File: src/rtl/divider_fsm_pkg.sv
// Shared types and helpers for the multi-cycle unsigned divider.
package divider_fsm_pkg;

    // Control FSM: waiting for a start, or stepping through quotient bits
    typedef enum logic {
        IDLE = 1'b0,
        BUSY = 1'b1
    } state_t;

    // Step counter width, $clog2(width), never narrower than one bit
    function automatic int cnt_width(input int width);
        return (width > 1) ? $clog2(width) : 1;
    endfunction

endpackage

File: src/rtl/divider_fsm.sv
// Multi-cycle unsigned divider: one quotient bit per enabled clock, or a
// behavioural reference datapath sharing the same control FSM and timing.
module divider_fsm
    import divider_fsm_pkg::*;
#(
    parameter int WIDTH          = 8,
    parameter bit ABSTRACT_MODEL = 1'b0
) (
    input  logic             i_clk,
    input  logic             i_rst,
    input  logic             i_cg,
    input  logic             i_begin,
    input  logic [WIDTH-1:0] i_dividend,
    input  logic [WIDTH-1:0] i_divisor,
    output logic             o_busy,
    output logic             o_done,
    output logic [WIDTH-1:0] o_quotient,
    output logic [WIDTH-1:0] o_remainder
);

    localparam int            CW   = cnt_width(WIDTH);
    localparam logic [CW-1:0] LAST = CW'(WIDTH - 1);

    state_t           r_state;
    logic [CW-1:0]    r_cnt;
    logic             r_done;
    logic [WIDTH-1:0] r_quo;
    logic [WIDTH-1:0] r_rem;

    logic w_start;
    logic w_step;
    logic w_last;

    // Both datapaths key off these, so handshake timing is mode-independent
    assign w_start = i_cg && (r_state == IDLE) && i_begin;
    assign w_step  = i_cg && (r_state == BUSY);
    assign w_last  = w_step && (r_cnt == LAST);

    assign o_busy      = (r_state == BUSY);
    assign o_done      = r_done;
    assign o_quotient  = r_quo;
    assign o_remainder = r_rem;

    // Control FSM, step counter and done pulse; everything holds while i_cg=0
    always_ff @(posedge i_clk or posedge i_rst) begin
        if (i_rst) begin
            r_state <= IDLE;
            r_cnt   <= '0;
            r_done  <= 1'b0;
        end else if (i_cg) begin
            r_done <= 1'b0;
            case (r_state)
                IDLE: begin
                    if (i_begin) begin
                        r_state <= BUSY;
                        r_cnt   <= '0;
                    end
                end
                BUSY: begin
                    if (r_cnt == LAST) begin
                        r_state <= IDLE;
                        r_cnt   <= '0;
                        r_done  <= 1'b1;
                    end else begin
                        r_cnt <= r_cnt + 1'b1;
                    end
                end
                default: r_state <= IDLE;
            endcase
        end
    end

    generate
        if (ABSTRACT_MODEL) begin : g_abstract
            logic [WIDTH-1:0] r_a;
            logic [WIDTH-1:0] r_b;

            // Hold operands, produce / and % at the final step
            always_ff @(posedge i_clk or posedge i_rst) begin
                if (i_rst) begin
                    r_a   <= '0;
                    r_b   <= '0;
                    r_quo <= '0;
                    r_rem <= '0;
                end else begin
                    if (w_start) begin
                        r_a <= i_dividend;
                        r_b <= i_divisor;
                    end
                    if (w_last) begin
                        // Match what the restoring datapath yields for /0
                        if (r_b == '0) begin
                            r_quo <= '1;
                            r_rem <= r_a;
                        end else begin
                            r_quo <= r_a / r_b;
                            r_rem <= r_a % r_b;
                        end
                    end
                end
            end
        end else begin : g_restoring
            // r_dvd shifts dividend bits out of the top while quotient bits
            // shift in at the bottom, so after WIDTH steps it holds the quotient.
            logic [WIDTH-1:0] r_dvd;
            logic [WIDTH-1:0] r_dsr;
            logic [WIDTH-1:0] r_prem;
            logic [WIDTH:0]   w_trial;
            logic             w_qbit;
            logic [WIDTH-1:0] w_rem_nxt;
            logic [WIDTH-1:0] w_quo_nxt;

            assign w_trial   = {r_prem, r_dvd[WIDTH-1]};
            assign w_qbit    = (w_trial >= {1'b0, r_dsr});
            // Remainder stays below the divisor, so the low WIDTH bits suffice
            assign w_rem_nxt = w_trial[WIDTH-1:0] - (w_qbit ? r_dsr : '0);
            assign w_quo_nxt = {r_dvd[WIDTH-2:0], w_qbit};

            // One restoring step per enabled BUSY cycle; results load on the last
            always_ff @(posedge i_clk or posedge i_rst) begin
                if (i_rst) begin
                    r_dvd  <= '0;
                    r_dsr  <= '0;
                    r_prem <= '0;
                    r_quo  <= '0;
                    r_rem  <= '0;
                end else begin
                    if (w_start) begin
                        r_dvd  <= i_dividend;
                        r_dsr  <= i_divisor;
                        r_prem <= '0;
                    end else if (w_step) begin
                        r_dvd  <= w_quo_nxt;
                        r_prem <= w_rem_nxt;
                    end
                    if (w_last) begin
                        r_quo <= w_quo_nxt;
                        r_rem <= w_rem_nxt;
                    end
                end
            end
        end
    endgenerate

endmodule

File: config.mk
export PLATFORM = sky130hd
export DESIGN_NAME = divider_fsm
export DESIGN_NICKNAME = d
export VERILOG_FILES = /design/src/rtl/divider_fsm_pkg.sv /design/src/rtl/divider_fsm.sv
export SDC_FILE = /design/constraint.sdc
export NUM_CORES = 1
export LEC_CHECK = 0
export CORE_MARGIN = 5
export CORE_UTILIZATION = 47
export DETAILED_ROUTE_END_ITERATION = 12
export PLACE_DENSITY_LB_ADDON = 0.12
export SKIP_LAST_GASP = 1
export SYNTH_ARGS = -nofsm -noshare
export SYNTH_HDL_FRONTEND = slang
export SYNTH_SLANG_ARGS = --single-unit
File: constraint.sdc
create_clock -name i_clk -period 3.2 [get_ports i_clk]
set_input_delay 0.32 -clock i_clk [delete_from_list [all_inputs] [get_ports i_clk]]
set_output_delay 0.32 -clock i_clk [all_outputs]
set_load 0.01 [all_outputs]
==> results of run 1 <==
## synthesized netlist by cell type, types with 2 or more instances
| master | n |
|---|---|
| xnor2_1 | 3 |
| clkbuf_1 | 6 |
| nand3_1 | 2 |
| o21ai_0 | 11 |
| nand2b_1 | 2 |
| inv_1 | 12 |
| a211oi_1 | 2 |
| mux2_1 | 7 |
| ha_1 | 17 |
| and2_1 | 2 |
| o21ai_2 | 2 |
| nand2_1 | 25 |
| o22ai_1 | 15 |
| dfrtp_1 | 45 |
| o21ai_1 | 5 |
| nor2_1 | 5 |
| mux2_2 | 11 |
| a22o_1 | 4 |
| a21oi_1 | 12 |
| a21o_1 | 2 |
## area by class of cell
| class | count | area share (%) |
|---|---|---|
| clock inverter | 2 | 1.24 |
| tap | 54 | 2.40 |
| timing repair buffer | 42 | 14.5 |
| inverter | 13 | 1.73 |
| multi-input combinational | 141 | 37.8 |
| sequential | 45 | 39.9 |
| clock buffer | 5 | 2.44 |
## report_power, final
part | internal, µW | leakage, µW | total, µW | switching (µW)
sequential | 835 | 0.000535 | 1030 | 197
clock | 227 | 0.0000540 | 407 | 180
combinational | 865 | 0.000655 | 1730 | 861
## final timing paths
path,startpoint,end
min in group i_clk,o_remainder[5]$_DFFE_PP0P_,o_remainder[5]$_DFFE_PP0P_
max in group asynchronous,i_rst,g_restoring.r_dsr[0]$_DFFE_PP0P_
setup / recovery,g_restoring.r_dsr[7]$_DFFE_PP0P_,g_restoring.r_prem[6]$_DFFE_PP0P_
hold reg to reg,o_remainder[5]$_DFFE_PP0P_,o_remainder[5]$_DFFE_PP0P_
hold / removal,i_rst,o_done$_DFFE_PP0P_
setup reg to reg,g_restoring.r_dsr[7]$_DFFE_PP0P_,g_restoring.r_prem[6]$_DFFE_PP0P_
## critical path: stages, from the launching register on
cell	delay [ns]
dfrtp_1	0.38
inv_1	0.05
ha_1	0.33
nand3_2	0.12
o211a_1	0.26
o31ai_4	0.07
and2_1	0.15
ha_1	0.16
inv_1	0.05
fa_1	0.39
a21o_1	0.18
a21oi_2	0.17
o21bai_1	0.09
a21oi_2	0.16
xor2_1	0.18
o21ai_0	0.10
## layer usage
metal | GRT usage (%) | up-vias | wire [µm] | part of all wire [%]
li1 | - | 821 | - | -
met1 | 22.1 | 822 | 2180 | 46
met2 | 26.3 | 28 | 2240 | 48
met3 | 3.97 | 11 | 161 | 3.4
met4 | 7.22 | 0 | 127 | 2.7
met5 | 0 | - | 0 | 0
## metrics by stage
stage / util (%) / instances / worst slack, ns / cell area (µm²) / hold slack [ns]
finish: 60.1 / 302 / 0.217 / 2820 / 0.425
floorplan: - / 206 / 0.238 / 2260 / 0.453
CTS: 59.9 / 302 / 0.121 / 2810 / 0.441
global placement: 57.7 / 295 / 0.217 / 2710 / 0.462
global route: 60.1 / 302 / -0.0300 / 2820 / 0.486
detailed placement: 57.7 / 295 / 0.165 / 2710 / 0.470
## logic make-up (layout without fill, tap and decap cells)
| kind of cell | Yosys count | in the layout | share of synthesized area (%) |
|---|---|---|---|
| AOI/OAI and AO/OA | 61 | 61 | 17.4 |
| xor gates and xnor gates | 5 | 5 | 2.60 |
| adders and majority gates | 18 | 18 | 10.3 |
| buffers and inverters | 20 | 62 | 3.38 |
| DFF | 45 | 45 | 49.8 |
| muxes | 18 | 18 | 8.97 |
| and+or+nand+nor | 39 | 39 | 7.53 |
## flip-flops by register name (all words and copies together), names as in the netlist
name,flops
g_restoring.r_dsr,8
g_restoring.r_dvd,8
g_restoring.r_prem,8
o_busy,1
o_done,1
o_quotient,8
o_remainder,8
r_cnt,3
## layout by cell type (no fill, tap or decap), drive strengths merged, types with 2 or more instances in the layout
| cell | Yosys | final |
|---|---|---|
| dfrtp | 45 | 45 |
| clkinv | 1 | 3 |
| xnor2 | 3 | 3 |
| o31ai | 2 | 2 |
| o21ai | 18 | 18 |
| nand2 | 26 | 26 |
| a21oi | 12 | 12 |
| mux2 | 18 | 18 |
| clkbuf | 6 | 5 |
| a211oi | 2 | 2 |
| buf | 1 | 5 |
| ha | 17 | 17 |
| nand3 | 3 | 3 |
| nand2b | 2 | 2 |
| a21o | 2 | 2 |
| and2 | 2 | 2 |
| a22o | 4 | 4 |
| o22ai | 15 | 15 |
| nor2 | 5 | 5 |
| clkdlybuf4s50 | 0 | 37 |
| inv | 12 | 11 |
==> results.md, run 1 <==
- The later pin in the worst-skew pair is clocked with a latency of 0.29 ns.
- The static leakage is between 0.001 and 0.0015 µW.
- The post-synth net total is ~240.
- Wires add up to 4710 µm.
- Once the floorplan was initialized, standard cells occupied 48.2% of the core.
- The final weighted congestion in routability-driven placement is about 0.84.
- In this run the register-to-register setup slack is between 0.2 and 0.25 ns.
- The number of DRC violations after detailed-routing iteration 0 is 72.
- The sequential cells in the finished layout cover a total of roughly 1100 µm².
- The core area is around 4700 µm².
- The via count of the first global-routing pass was between 1500 and 2000.
- The total die area is between 6000 and 7000 µm².
- The first TritonRoute pass finished after 4 iterations.
- The number of clock buffers added by TritonCTS is 5.
- The critical path launch point type is a flip-flop.
- By area the synthesized netlist is led by dfrtp_1, ha_1, mux2_2.
- In the final routed layout, each cell accounts on average for ~16 µm.
- The worst hold path class is input pin to async pin.
- The summed negative setup slack over all endpoints is 0 ns.
- The clock skew is 0.00777 ns.
- The summed instance area of the synthesized netlist is around 2300 µm².
- The design draws 3170 µW.
- After clock tree synthesis, the repair step resized 0 gates.
- Yosys mapped a number of flops with a built-in enable equal to 0.
- STA classifies the critical path endpoint as a flip-flop.
- The gate count of the mapped netlist is 206.
- The die boundary height is 79.3 µm.
- The required time of the worst setup path is approximately 3.4 ns.
- At the end of the flow, the number of nets in the layout was about 290.
- No sink is reached through more buffers than the 2 on the longest clock path.
- The hold violation total from the final report is 0.
- The number of setup violations in the final report is 0.
- The most area-hungry cell type in the Yosys netlist is dfrtp_1.
- The data arrival time of the critical path is around 3.1 ns.
- The post-synthesis average cell area is roughly 11 µm².
- The final number of max-transition violations is 0.
- For this design the ratio of total power to cell area is around 1100 nW/µm².
- Across all layers, the routed design uses about 1700 vias.
- Input and output buffers added on the ports amount to 37.
- Of all flip-flops after synthesis, the portion carrying an async set or reset was 100%.
- The wire-length estimate of the detail-placed layout is between 3000 and 4000 µm.
- The buffer type at the clock tree root is clkbuf_8.
- Setup repair after global routing could not meet its margin everywhere.
- Measured against its own limit, the worst slew margin works out to between 30% and 40%.
- The part of the cycle the worst path needs is about 93%.
- The remaining antenna violation count is 0.
- The minimum clock period is between 2 and 3 ns.
- The number of standard-cell rows in the floorplan is 25.
- The count of fill cells added during filler insertion is roughly 420.
- The number of antenna violations at the first check in global routing was 0.
- The TritonCTS clock tree is built.
- The critical path in this run is classified as flip-flop to flip-flop.
- For this run, the number of Yosys warnings is 0.
- The most frequently used flop master after synthesis is dfrtp_1.
- Across the run, the number of max-cap violations was 0.
- The number of hold buffers added after CTS is 0.
- Static timing analysis puts the maximum clock frequency at 0.335 GHz.
- The post-route netlist has 12.1% of its cells at a drive strength greater than 1.
- The CTS sink count is 45.
- The number of remaining DRC errors is 0.
- The CTS clock-pin slew for the worst setup and hold paths is 0.08 ns.
- The total overflow left after global routing is 0.
- The width of the die is about 79 µm.
- The biggest fanout along the worst timing path is 3.
- The global-route wire length before repair is slightly above 8000 µm.
- The synthesized flop and latch total is 45.
- The peak supply drop is between 0.0004 and 0.0005 V.
- Summing all multi-input logic gate instances after layout gives between 1000 and 1500 µm².
- Yosys mapped the design onto 36 distinct sky130hd cell types.
- Entering global routing, the biggest net connects 28 pins.
- The proportion of synthesized chip area in sequential cells is between 40% and 50%.
- 38 I/O pins were placed.
- The area growth from synthesis to layout is 24.8%.
- The measured slew at the worst slew-check pin is about 0.96 ns.
- The number of antenna diodes in the final layout is 0.
- CTS built an H-tree with a depth of 2.
- The buffer count from post-CTS setup fixing is 0.
- The fraction of synthesized cell area taken by the top area cell type is approximately half.
- Global routing used between 10% and 20% of the available tracks across all layers.
- For the worst flop-to-flop path, the logic depth is 15.
- In the routed layout, each cell is associated on average with a via count of approximately 5.6.
- The run finished with clean final reports.
Power figures use the tool's default switching activity.
==> inputs of run 2 (changes only) <==
DONT_BUFFER_PORTS = 1   (was default)
==> run 2 against run 1 <==
Combinational power fell by 13%. Register-to-register slack got worse by 0.04 ns. Non-clock buffer count decreased by 38. Clock skew is essentially flat. Sequential share of layout area rose by 6.0 points. First-iteration DRC count decreased by 35%. Cell area fell by 13%. Setup slack worse by 0.042 ns. Largest cell class unchanged. Highest routed layer unchanged.
==> results.md, run 2 (synthesized netlist as in run 1, its figures left out) <==
- In the final routed layout, each cell accounts on average for between 15 and 20 µm.
- Of all nets on the critical path, the largest fanout is 9.
- In this run the remaining antenna-violating nets after routing total 0.
- The reported max-cap violation count is 0.
- The synthesis-to-layout area growth is 8.36%.
- The final layout contains routed wiring with a total length of between 4000 and 5000 µm.
- Entering global routing, the biggest net connects between 40 and 50 pins.
- The number of buffers created by CTS is 5.
- Global routing finished with a remaining overflow of 0.
- The tightest min-delay check is of the input pin to async pin type.
- The required time of the worst setup path is between 3 and 4 ns.
- The count of antenna diodes in the layout is 0.
- The post-route core utilization is about 52%.
- The buffer type at the clock tree root is clkbuf_8.
- The number of setup violations in the final report is 0.
- The instance area after placement is between 2000 and 2500 µm².
- The CTS sink count is 45.
- The die boundary height is 79.3 µm.
- TritonCTS built the clock tree.
- The global-route wire length before repair is 8010 µm.
- The worst setup path is launched from a flip-flop.
- The routed via count divided by cell count is roughly 5.7.
- The library cells used most frequently in the layout, excluding fill and tap cells, are dfrtp_1, nand2_1, ha_1.
- The area of all placed cells without fillers is roughly 2400 µm².
- After detailed routing, no signal wire sits above met4.
- The number of DRC violations after detailed-routing iteration 0 is 47.
- The die covers 6290 µm².
- The final critical path takes up 94.5% of the cycle.
- The final layout net count is 248.
- For this design the top-level I/O count stands at 38.
- The first detailed-routing pass took 4 iterations.
- The congestion estimate from routability-driven global placement came to ~0.80.
- The flow ran to the end, and the final reports show no timing, DRC or antenna violations.
- The hold violation total from the final report is 0.
- The number of hold buffers added after CTS is 0.
- The via count of the first global-routing pass is between 1500 and 2000.
- The clock skew is a little under 0.008 ns.
- The power density over the cells is ~1200 nW/µm².
- Detailed routing inserted a total of about 1500 vias.
- After clock tree synthesis, the clock-pin slew on the worst setup and hold paths is 0.08 ns.
- The number of standard-cell rows in the floorplan is 25.
- Data on the critical path arrives at its endpoint at ~3.2 ns.
- The width of the die is 79.3 µm.
- Based on the critical path, the design can be clocked at up to 0.331 GHz.
- The number of antenna violations at the first check in global routing was 0.
- The met1 routed wirelength after detailed routing is ~2100 µm.
- The total length of routed met2 wires is approximately 2200 µm.
- For the pin with the worst max-slew slack, the measured transition is ~0.93 ns.
- The count of port buffers added during placement is 0.
- The static leakage is 0.00110 µW.
- The number of remaining DRC errors is 0.
- The worst setup path is of the flip-flop to flip-flop kind.
- The library cell used most frequently in the layout, excluding fill and tap cells, is dfrtp_1.
- The met3 wire length is approximately 240 µm.
- The final number of max-transition violations is 0.
- For this run, the total global-route usage over all layers was measured as 16.2%.
- The longest clock path from root to sink contains 2 buffers.
- The HPWL reported at the end of detailed placement is 3410 µm.
- The number of levels in the clock H-tree is 2.
- The initial standard-cell utilization of the core is around half.
- Clock latency on the worst-skew pair, taken at its later pin, is 0.29 ns.
- STA classifies the critical path endpoint as a flip-flop.
- Setup repair after global routing could not meet its margin everywhere.
- In this run the standard cell core region covers about 4700 µm².
- Cells with a size suffix above 1 make up roughly 15% of the layout.
- The tightest slew margin relative to the limit is ~38%.
- For the finished layout, the period the worst path requires is between 3 and 4 ns.
- The peak supply drop is ~0.00045 V.
run 2: final timing paths:
path	startpoint	endpoint	slack (ns)	cells after the start
max	g_restoring.r_dsr[7]$_DFFE_PP0P_	o_remainder[7]$_DFFE_PP0P_	0.17	13
min in group i_clk	i_cg	o_done$_DFFE_PP0P_	0.13	1
max reg2reg	g_restoring.r_dsr[7]$_DFFE_PP0P_	o_remainder[7]$_DFFE_PP0P_	0.17	13
max in group asynchronous	i_rst	o_quotient[0]$_DFFE_PP0P_	2.77	2
min reg2reg	r_cnt[1]$_DFFE_PP0P_	r_cnt[1]$_DFFE_PP0P_	0.51	1
min	i_rst	o_quotient[1]$_DFFE_PP0P_	0.03	2
run 2: timing repair:
| item | in CTS | in global routing |
|---|---|---|
| setup endpoints to repair | 0 | 4 |
| buffers inserted | 0 | 1 |
| resized for setup | 0 | 3 |
run 2: metrics by stage:
stage               power [µW]  cells  hold slack [ns]  setup slack (ns)  setup TNS (ns)
finish                    2980    265           0.0346             0.175               0
global route              3250    265           0.0964           -0.0564          -0.102
CTS                       2930    264           0.0654            0.0444               0
detailed placement        2540    256            0.382            0.0729               0
global placement          2480    256            0.372             0.183               0
floorplan                 2190    206            0.453             0.238               0
run 2: critical path, cell delays in order (launching register included):
cell	delay, ns
dfrtp_1	0.38
inv_1	0.06
ha_1	0.33
a211oi_1	0.24
o211a_1	0.22
o31ai_4	0.07
buf_4	0.17
nand2_1	0.12
ha_1	0.24
nor2b_1	0.15
o31a_1	0.27
o21ai_0	0.23
xor3_1	0.32
o21ai_2	0.12
run 2: power by group:
group	total, µW	internal (µW)	switching (µW)
sequential	1100	835	266
combinational	1500	719	777
clock	381	195	186
total	2980	1750	1230
run 2: routing by layer:
layer	global-route usage (%)	vias up
li1	-	739
met1	20.7	738
met2	25.9	30
met3	5.33	12
met4	5.15	0
met5	0	-
run 2: cell type report:
type	instances	area (µm²)
clock buffers	7	96.3
clock inverters	1	5.00
fillers	411	2240
inverters	13	48.8
multi-input cells	141	1070
flip-flops and latches	45	1130
well taps	54	67.6
repair buffers	4	30.0
==> inputs of run 3 (changes only) <==
PLACE_DENSITY_LB_ADDON = 0.08   (was 0.12)
==> run 3 against run 2 <==
Cell area grew 0.26%. Via count grew 0.66%. Sequential cell count is the same. Largest cell class unchanged. Largest power group unchanged.
==> results.md, run 3 (synthesized netlist as in run 1, its figures left out) <==
- The longest clock path from root to sink contains 2 buffers.
- The data arrival time of the critical path is about 3.2 ns.
- The final weighted congestion in routability-driven placement is between 0.8 and 0.9.
- Clock-pin slew was measured on the worst setup and hold paths at 0.08 ns.
- In the routed layout, each cell is associated on average with a via count of 5.75.
- Entering global routing, the biggest net connects 29 pins.
- The power dissipated by switching net loads is 1210 µW.
- The die boundary height is roughly 79 µm.
- In this run the standard cell core region covers 4690 µm².
- The combined flip-flop and latch cell area is between 1000 and 1500 µm².
- The number of remaining DRC errors is 0.
- The clock network is responsible for between 10% and 20% of the overall power.
- The remaining antenna violation count is 0.
- The number of antenna violations at the first check in global routing is 0.
- The final layout contains 249 nets.
- The CTS sink count is 45.
- Detailed placement finished with a half-perimeter wire length of between 3000 and 4000 µm.
- The number of DRC violations after detailed-routing iteration 0 is 85.
- TritonCTS built the clock tree.
- After floorplanning, the core was divided into 25 placement rows.
- The reported max-cap violation count is 0.
- The required time of the worst setup path is about 3.4 ns.
- The worst hold path class is input pin to flip-flop.
- The switching share of power is just over 40%.
- The final number of max-transition violations is 0.
- The measured slew at the worst slew-check pin is around 0.87 ns.
- CTS built an H-tree with a depth of 2.
- 0 antenna diodes ended up in the layout.
- The first global-routing pass estimated approximately 7900 µm of wire.
- In this run the count of I/O pins placed on the die edge is 38.
- The via count of the first global-routing pass is approximately 1600.
- STA classifies the critical path endpoint as a flip-flop.
- Summing all non-filler instances in the final layout gives an area of 2450 µm².
- Static timing analysis puts the maximum clock frequency at 0.331 GHz.
- The most frequent standard cell in the layout excluding fill and tap cells is dfrtp_1.
- The clock insertion delay at the later pin of the skew report is around 0.30 ns.
- The routed length per placed instance is between 15 and 20 µm.
- Summed over all layers, the global routing overflow is 0.
- The width of the die is 79.3 µm.
- The detailed router placed ~1500 vias in this run.
- For this design the ratio of total power to cell area is 1200 nW/µm².
- The die covers approximately 6300 µm².
- The synthesis-to-layout area growth is 8.64%.
- The hold violation total from the final report came to 0.
- For this run, the detailed router's first-pass iteration total came to 4.
- The combinational fraction of design power is approximately 49%.
- The sum of routed wire length over all layers is ~4500 µm.
- Summing all multi-input logic gate instances after layout gives approximately 1100 µm².
- The type of the setup path with the least slack is flip-flop to flip-flop.
- The part of the cycle the worst path needs is a little over nine tenths.
- The number of setup violations in the final report is 0.
- The internal power of the cells totals approximately 1700 µW.
- The static leakage is approximately 0.0011 µW.
- The worst setup path is launched from a flip-flop.
- The buffer type at the clock tree root is clkbuf_8.
- The instance area after placement is roughly 2300 µm².
- For this configuration, the core starts out at a cell density of 48.2%.
- The total power of the final layout is around 3000 µW.
- TritonCTS created 5 clock buffers.
- The top cell types in the final layout, fill and taps aside, are dfrtp_1, nand2_1, ha_1.
- The minimum clock period is ~3.0 ns.
- The flow ran to the end, and the final reports show no timing, DRC or antenna violations.
- The clock skew is approximately 0.0078 ns.
- The share of layout cells above drive strength 1 is a little over an eighth.
- Across the VDD grid, the largest voltage drop is between 0.0004 and 0.0005 V.
- Along the worst path, the maximum fanout reaches 3.
- Counting the fill cells in the layout gives 422.
- The global-route total usage across every layer is roughly 16%.
- Setup repair after global routing could not meet its margin everywhere.
- The share of total power dissipated in sequential elements is a little under two fifths.
- The tightest slew margin relative to the limit is between 40% and 50%.
- Input and output buffers added on the ports amount to 0.
[run 3: path summary, 6_finish.rpt]
check                                             startpoint                                 to  slack (ns)  depth (start not counted)
min                                                     i_cg                 o_done$_DFFE_PP0P_        0.13                          1
min in group asynchronous                              i_rst          o_quotient[2]$_DFFE_PP0P_        0.46                          2
max                        g_restoring.r_prem[6]$_DFFE_PP0P_  g_restoring.r_prem[6]$_DFFE_PP0P_        0.18                         14
max in group asynchronous                              i_rst  g_restoring.r_prem[2]$_DFFE_PP0P_        2.01                          3
max reg2reg                g_restoring.r_prem[6]$_DFFE_PP0P_  g_restoring.r_prem[6]$_DFFE_PP0P_        0.18                         14
min reg2reg                g_restoring.r_prem[7]$_DFFE_PP0P_  g_restoring.r_prem[7]$_DFFE_PP0P_        0.51                          2
[run 3: what timing repair did]
item	4_1_cts	5_1_grt
setup buffers	0	1
setup endpoints to repair	0	6
gates resized for setup	0	1
endpoints found under the hold margin	17	0
hold buffers	1	0
[run 3: power by group through the flow]
stage          clock [µW]  sequential [µW]  combinational [µW]
2_1_floorplan           0             1040                1150
3_3_place_gp            0             1110                1370
3_5_place_dp            0             1120                1420
4_1_cts               437             1110                1430
5_1_grt               460             1140                1650
6_report              425             1100                1430
[run 3: stage by stage]
step | setup TNS (ns) | std cells | util [%] | hold slack [ns] | worst slack, ns
final | 0 | 266 | 52.3 | 0.131 | 0.181
after global routing | -0.0607 | 266 | 52.3 | 0.123 | -0.0259
after CTS | 0 | 265 | 52.1 | 0.128 | 0.0686
after detailed placement | 0 | 256 | 49.5 | 0.235 | 0.0952
after global placement | 0 | 256 | 49.5 | 0.235 | 0.178
after floorplan | 0 | 206 | - | 0.453 | 0.238
[run 3: area by class of cell]
type	count	area share [%]
clock buffer	6	2.96
clock inverter	2	1.58
inverter	13	1.99
multi-input combinational	141	43.2
sequential	45	45.9
tap	54	2.75
timing repair buffer	5	1.63
[run 3: layer usage]
layer	vias to the layer above	part of all wire [%]	wire length, µm	GRT usage [%]
li1	743	-	-	-
met1	750	46	2110	22.4
met2	31	48	2180	24.9
met3	5	4.4	201	3.74
met4	0	1.0	46	4.64
met5	-	0	0	0
[run 3: critical path, cell delays in order (launching register included)]
cell	delay, ns
dfrtp_1	0.41
ha_1	0.33
nand3_2	0.12
o211a_1	0.27
o31ai_4	0.06
and2_1	0.15
ha_1	0.16
inv_1	0.05
fa_1	0.40
a21o_1	0.19
a21oi_2	0.17
o21bai_1	0.09
a21oi_1	0.18
xor2_1	0.19
o21ai_0	0.10
